--- src/rtl/mux_pkg.sv ---
// Shared types for the 4:1 mux select path.
// Channel count, select width and arbiter state.
package mux_pkg;

  localparam int NUM_CH = 4;
  localparam int SEL_W  = 2;

  typedef logic [SEL_W-1:0] sel_t;

  typedef enum logic {
    EMPTY = 1'b0,
    FULL  = 1'b1
  } state_t;

endpackage

--- src/rtl/rr_pick_4.sv ---
// Rotating-priority picker: ptr has top priority.
// Rotate, fixed-priority pick, un-rotate.
module rr_pick_4
  import mux_pkg::*;
(
  input  logic [NUM_CH-1:0] req,
  input  sel_t              ptr,
  output logic              gnt_vld,
  output sel_t              gnt_idx
);

  logic [2*NUM_CH-1:0] dbl;
  logic [NUM_CH-1:0]   rot;
  sel_t                off;

  assign dbl = {req, req} >> ptr;
  assign rot = dbl[NUM_CH-1:0];

  // Lowest set bit of the rotated request wins
  always_comb begin
    off = '0;
    priority case (1'b1)
      rot[0]:  off = sel_t'(0);
      rot[1]:  off = sel_t'(1);
      rot[2]:  off = sel_t'(2);
      rot[3]:  off = sel_t'(3);
      default: off = '0;
    endcase
  end

  assign gnt_vld = |req;
  assign gnt_idx = off + ptr;

endmodule

--- src/rtl/rr_sel_arbiter_4.sv ---
// Four-channel round-robin arbiter feeding the 4:1 mux select.
// RR_SEL_ARBITER_STATS_EN adds per-channel grant counters.
module rr_sel_arbiter_4
  import mux_pkg::*;
#(
  parameter int WIDTH = 8
) (
  input  logic                  clk,
  input  logic                  rst,
  input  logic [NUM_CH-1:0]     in_valid,
  input  logic [NUM_CH*WIDTH-1:0] in_data,
  output logic [NUM_CH-1:0]     in_ready,
  output logic                  out_valid,
  output logic [WIDTH-1:0]      out_data,
  output sel_t                  out_sel,
  input  logic                  out_ready
`ifdef RR_SEL_ARBITER_STATS_EN
  ,
  output logic [NUM_CH*16-1:0]  grant_cnt
`endif
);

  state_t           state;
  sel_t             ptr;
  logic             gnt_vld;
  sel_t             gnt_idx;
  logic             load;
  logic             xfer;
  logic [WIDTH-1:0] ch [NUM_CH];

  rr_pick_4 u_pick (
    .req     (in_valid),
    .ptr     (ptr),
    .gnt_vld (gnt_vld),
    .gnt_idx (gnt_idx)
  );

  // Split the flat input bus into per-channel words
  always_comb begin
    for (int i = 0; i < NUM_CH; i++) begin
      ch[i] = in_data[i*WIDTH +: WIDTH];
    end
  end

  assign out_valid = (state == FULL);
  assign load      = ~out_valid | out_ready;
  assign xfer      = load & gnt_vld & ~rst;

  // Acknowledge only the granted channel
  always_comb begin
    in_ready = '0;
    if (xfer) begin
      in_ready[gnt_idx] = 1'b1;
    end
  end

  // Output register, state and rotation pointer
  always_ff @(posedge clk) begin
    if (rst) begin
      state    <= EMPTY;
      out_data <= '0;
      out_sel  <= '0;
      ptr      <= '0;
    end else if (xfer) begin
      state    <= FULL;
      out_data <= ch[gnt_idx];
      out_sel  <= gnt_idx;
      ptr      <= gnt_idx + sel_t'(1);
    end else if (out_ready) begin
      state    <= EMPTY;
    end
  end

`ifdef RR_SEL_ARBITER_STATS_EN
  logic [15:0] cnt [NUM_CH];

  // Saturating per-channel transfer counters
  always_ff @(posedge clk) begin
    if (rst) begin
      for (int i = 0; i < NUM_CH; i++) begin
        cnt[i] <= '0;
      end
    end else begin
      for (int i = 0; i < NUM_CH; i++) begin
        if (xfer && gnt_idx == sel_t'(i) && cnt[i] != 16'hFFFF) begin
          cnt[i] <= cnt[i] + 16'd1;
        end
      end
    end
  end

  // Pack counters onto the flat port
  always_comb begin
    grant_cnt = '0;
    for (int i = 0; i < NUM_CH; i++) begin
      grant_cnt[i*16 +: 16] = cnt[i];
    end
  end
`endif

endmodule
--- config.mk ---
export PLATFORM = sky130hd
export DESIGN_NAME = rr_sel_arbiter_4
export DESIGN_NICKNAME = d
export VERILOG_FILES = /design/src/rtl/mux_pkg.sv /design/src/rtl/rr_pick_4.sv /design/src/rtl/rr_sel_arbiter_4.sv
export SDC_FILE = /design/constraint.sdc
export NUM_CORES = 1
export LEC_CHECK = 0
export CORE_MARGIN = 3
export CORE_UTILIZATION = 33
export DETAILED_ROUTE_END_ITERATION = 8
export PLACE_DENSITY = 0.88
export SYNTH_ARGS = -nofsm -noshare
export SYNTH_HDL_FRONTEND = slang
export SYNTH_HIERARCHICAL = 1
export SYNTH_SLANG_ARGS = --single-unit
--- constraint.sdc ---
create_clock -name clk -period 2.45 [get_ports clk]
set_input_delay 0.49 -clock clk [delete_from_list [all_inputs] [get_ports clk]]
set_output_delay 0.49 -clock clk [all_outputs]
set_load 0.005 [all_outputs]
==> flow_results.org <==
** STA
- The number of hold violations in the final report is 0.
- Static timing analysis puts the maximum clock frequency at 0.358 GHz.
- After routing, the total negative slack on setup checks comes to -1.21 ns.
- Across the routed clock network, the largest skew measured is 0.00469 ns.
- The worst path in the final design needs a cycle of 2.79 ns, including I/O delays and setup.
- Number of setup violations in the final report :: 4
- Worst Tran Pin Value :: 0.936 ns
- Setup repair after global routing could not meet its margin everywhere.
- Post-route clock period utilization :: 114%
- Slack of the critical path :: -0.340 ns
- The worst pin sits at a relative slew slack of 37.6%.
- The number of slew-limit violations in the final report was 0.

** Global routing
- For this run the aggregate overflow at the end of global routing stands at 0.
- Global routing used 19.9% of the available tracks across all layers.
- Number of global-route vias before repair :: 1126
- Global-route wire length before repair :: 5000 µm
- Antenna violations before repair :: 0
- Entering global routing, the biggest net connects 13 pins.

** Setup path
- On the worst path, the slowest cell contributes a delay of 0.40 ns.
- Critical path capture point type :: output port
- Data arrives at the worst endpoint at 2.30 ns.
- Largest driver fanout on the critical path :: 7
- At the worst endpoint, the required time is 1.96 ns.
- The cell that appears most often on the critical path is sky130_fd_sc_hd__buf_6.
- Critical path type :: register to output port
- Among cell families on the critical path, the largest total delay comes from buffers and inverters.
- STA classifies the critical path startpoint as a register.
- Cell-by-cell listing of the critical path :: buf_4 -> or3_1 -> a21oi_2 -> a211oi_2 -> xnor2_2 -> buf_6 -> buf_6 -> ha_4 -> and2_4 -> buf_6
- Number of buffers and inverters on the critical path :: 4
- Max stage delay cell, worst path :: sky130_fd_sc_hd__dfxtp_4

** Worst hold path
- Class of the tightest hold or removal check :: register to register

** Detailed routing
- Summed over all layers, the routed wires come to 3070 µm.
- The first TritonRoute pass finished after 4 iterations.
- Violation count after the first detailed-routing iteration :: 6
- After detailed routing, the average wire length per cell comes to 16.7 µm.
- In the routed design, unresolved DRC markers number 0.
- In the routed layout, each cell is associated on average with a via count of 5.28.
- For this block, the via count after detailed routing is 971.
- The count of nets left with antenna violations once routing finished came out at 0.

** Power and ir drop
- Net switching power :: 0.563 mW
- Maximum vdd drop :: 0.000740 V
- Power share of the clock group :: 8.2%
- Per report_power, the sequential group accounts for 21.5% of the total.
- After layout, the design draws a total of 1.62 mW.
- Of the total power, the share spent switching nets is 34.7%.
- In this run the static leakage power is 0.702 nW.
- Part of the total power dissipated in combinational logic :: 70.3%
- Power per Cell Area :: 915 nW/µm²
- P_int :: 1.06 mW

** Logic synthesis
- Primary flip-flop cell chosen by synthesis mapping :: sky130_fd_sc_hd__dfxtp_1
- Share of flip-flops with an asynchronous set or reset after synthesis :: 0%
- Biggest area contributors in the synthesized netlist :: sky130_fd_sc_hd__dfxtp_1 (30%), sky130_fd_sc_hd__mux4_2 (21%), sky130_fd_sc_hd__a22o_1 (11%)
- After synthesis, the netlist uses 28 different library cells.
- The share of the Yosys chip area taken by registers is 29.8%.
- The number of nets handed over by synthesis was 123.
- Number of instances in the synthesized netlist :: 79
- By count the netlist is led by sky130_fd_sc_hd__dfxtp_1 (13), sky130_fd_sc_hd__a22o_1 (11), sky130_fd_sc_hd__mux4_2 (8).
- Netlist Area Pre-Place :: 873 µm²
- Each instance of the synthesized netlist takes up on average 11.1 µm².
- Area share of the largest cell type after synthesis :: 29.8%
- Most area-hungry cell type in the Yosys netlist :: sky130_fd_sc_hd__dfxtp_1
- After synthesis the netlist holds a flip-flop and latch count of 13.
- The most common cell in the synthesized netlist is sky130_fd_sc_hd__dfxtp_1.
- Yosys warns :: 6
- Yosys mapped a number of flops with a built-in enable equal to 0.

** Floorplanning
- Starting density of the core :: 34.9%
- In this run the horizontal extent of the chip is 57.4 µm.
- In this run the core area contains 18 standard-cell rows.
- Measured along the y axis, the die boundary spans 57.4 µm.
- Full die area :: 3300 µm²
- In this run the standard cell core region covers 2500 µm².
- I/O pin count :: 54

** Clock tree
- Clock-pin slew was measured on the worst setup and hold paths at 0.08 ns.
- The clock passes through at most 2 buffers.
- At the later pin of the worst-skew pair, clock insertion delay measures 0.28 ns.
- Total clock sinks :: 13
- CTS tree :: yes
- CTS built an H-tree with a depth of 1.
- Clock tree synthesis selected as its root buffer the cell sky130_fd_sc_hd__clkbuf_4.
- TritonCTS created 3 clock buffers.

** Layout
- Relative area change from synthesis to final layout :: 103%
- Summing all multi-input logic gate instances after layout gives 721 µm².
- The repair_antennas step left the layout with diodes totalling 0.
- In the final layout, flip-flops and latches occupy 264 µm².
- Fill cell total of the finished layout :: 171
- The finished layout holds 184 standard cells, fillers aside.
- For this run, the share of the core covered by cells in the final layout is 70.9%.
- Cells with a size suffix above 1 make up 44.8% of the layout.
- Final nets :: 199

** Placed design
- After legalization and detailed placement, the total HPWL measured 2350 µm.
- In this run, placement finished with an instance count of 175.
- Final RePlAce weighted congestion :: 0.820
- During placement, the flow inserted port buffers numbering 53.

** Job
- The tool flagged a number of max-cap violations equal to 0.

** Run status
- The run finished, with violations left.
- Failing checks :: setup timing
-- worst register-to-register path: stages (launching register included) --
cell and delay [ns]:
sky130_fd_sc_hd__dfxtp_4 0.40, sky130_fd_sc_hd__buf_4 0.16, sky130_fd_sc_hd__or3_1 0.38, sky130_fd_sc_hd__a21oi_2 0.19, sky130_fd_sc_hd__a211oi_2 0.09, sky130_fd_sc_hd__xnor2_2 0.22, sky130_fd_sc_hd__buf_6 0.15, sky130_fd_sc_hd__buf_4 0.11
sky130_fd_sc_hd__buf_6 0.12, sky130_fd_sc_hd__mux4_2 0.30, sky130_fd_sc_hd__a22o_1 0.19
-- cell type report --
cell class	count	area share [%]
Multi-Input combinational cell	57	40.7
Timing Repair Buffer	76	39.8
Sequential cell	13	14.9
Inverter	4	0.989
Clock buffer	4	1.48
Tap cell	30	2.12
-- worst paths after layout --
path / slack, ns / start / depth (start not counted) / end
worst min register to register: 0.49 / out_data[6] / 1 / out_data[6]
worst max-delay path: -0.34 / ptr[0] / 10 / in_ready[3]
worst min-delay path: 0.49 / out_data[6] / 1 / out_data[6]
worst max register to register: 0.05 / ptr[0] / 10 / out_data[0]
-- sequential cells by signal, summed over array words and instances, names as in the netlist --
| register | count |
|---|---|
| out_data | 8 |
| out_sel | 2 |
| out_valid | 1 |
| ptr | 2 |
-- layer usage --
| layer | track usage [%] | wire [µm] | vias up | share of wire [%] |
|---|---|---|---|---|
| met1 | 19.6 | 1070 | 470 | 35 |
| li1 | - | - | 454 | - |
| met4 | 8.61 | 84 | 0 | 2.7 |
| met5 | 0 | 0 | - | 0 |
| met2 | 38.2 | 1730 | 39 | 56 |
| met3 | 5.43 | 183 | 8 | 6.0 |
-- power by group through the flow --
stage               sequential, mW  clock, mW  combinational, mW
finish                       0.349      0.132               1.14
global route                 0.358      0.146               1.23
CTS                          0.350      0.133               1.07
detailed placement           0.341          0              0.896
global placement             0.334          0              0.867
floorplan                    0.334          0              0.509
-- kinds of logic after synthesis --
logic type | share of synthesized area, %
AO/OA/AOI/OAI | 19.2
XOR/XNOR | 2.01
buffers and inverters | 5.59
flip-flops | 29.8
AND/OR/NAND/NOR | 14.5
multiplexers | 21.8
adder cells (fa/ha/maj) | 7.16
-- per-stage QoR --
step	setup WS (ns)	hold slack (ns)	cell area (µm²)
2_1_floorplan	0.0114	0.466	890
3_3_place_gp	-1.01	0.460	1560
3_5_place_dp	-1.16	0.476	1560
4_1_cts	-0.307	0.493	1740
5_1_grt	-0.431	0.501	1770
6_report	-0.340	0.492	1770
-- repair_timing --
action / 4_1_cts / 5_1_grt
hold endpoints to repair: 0 / 0
setup endpoints to repair: 13 / 5
pin swaps: 12 / 5
setup buffers: 4 / 2
gates resized for setup: 67 / 5
hold buffers: 0 / 0
-- placed cells by master (no fill, tap or decap), types with 3 or more instances in the layout --
cell type                         count
sky130_fd_sc_hd__buf_4               20
sky130_fd_sc_hd__mux4_2               8
sky130_fd_sc_hd__a22o_1              11
sky130_fd_sc_hd__clkdlybuf4s50_1     45
sky130_fd_sc_hd__buf_6                8
sky130_fd_sc_hd__dfxtp_1             12
sky130_fd_sc_hd__clkbuf_4             3
sky130_fd_sc_hd__and2_4               3
sky130_fd_sc_hd__buf_2                3
sky130_fd_sc_hd__nand2b_1             3
sky130_fd_sc_hd__ha_4                 4
Note: power is estimated with default switching activity, not from simulation.
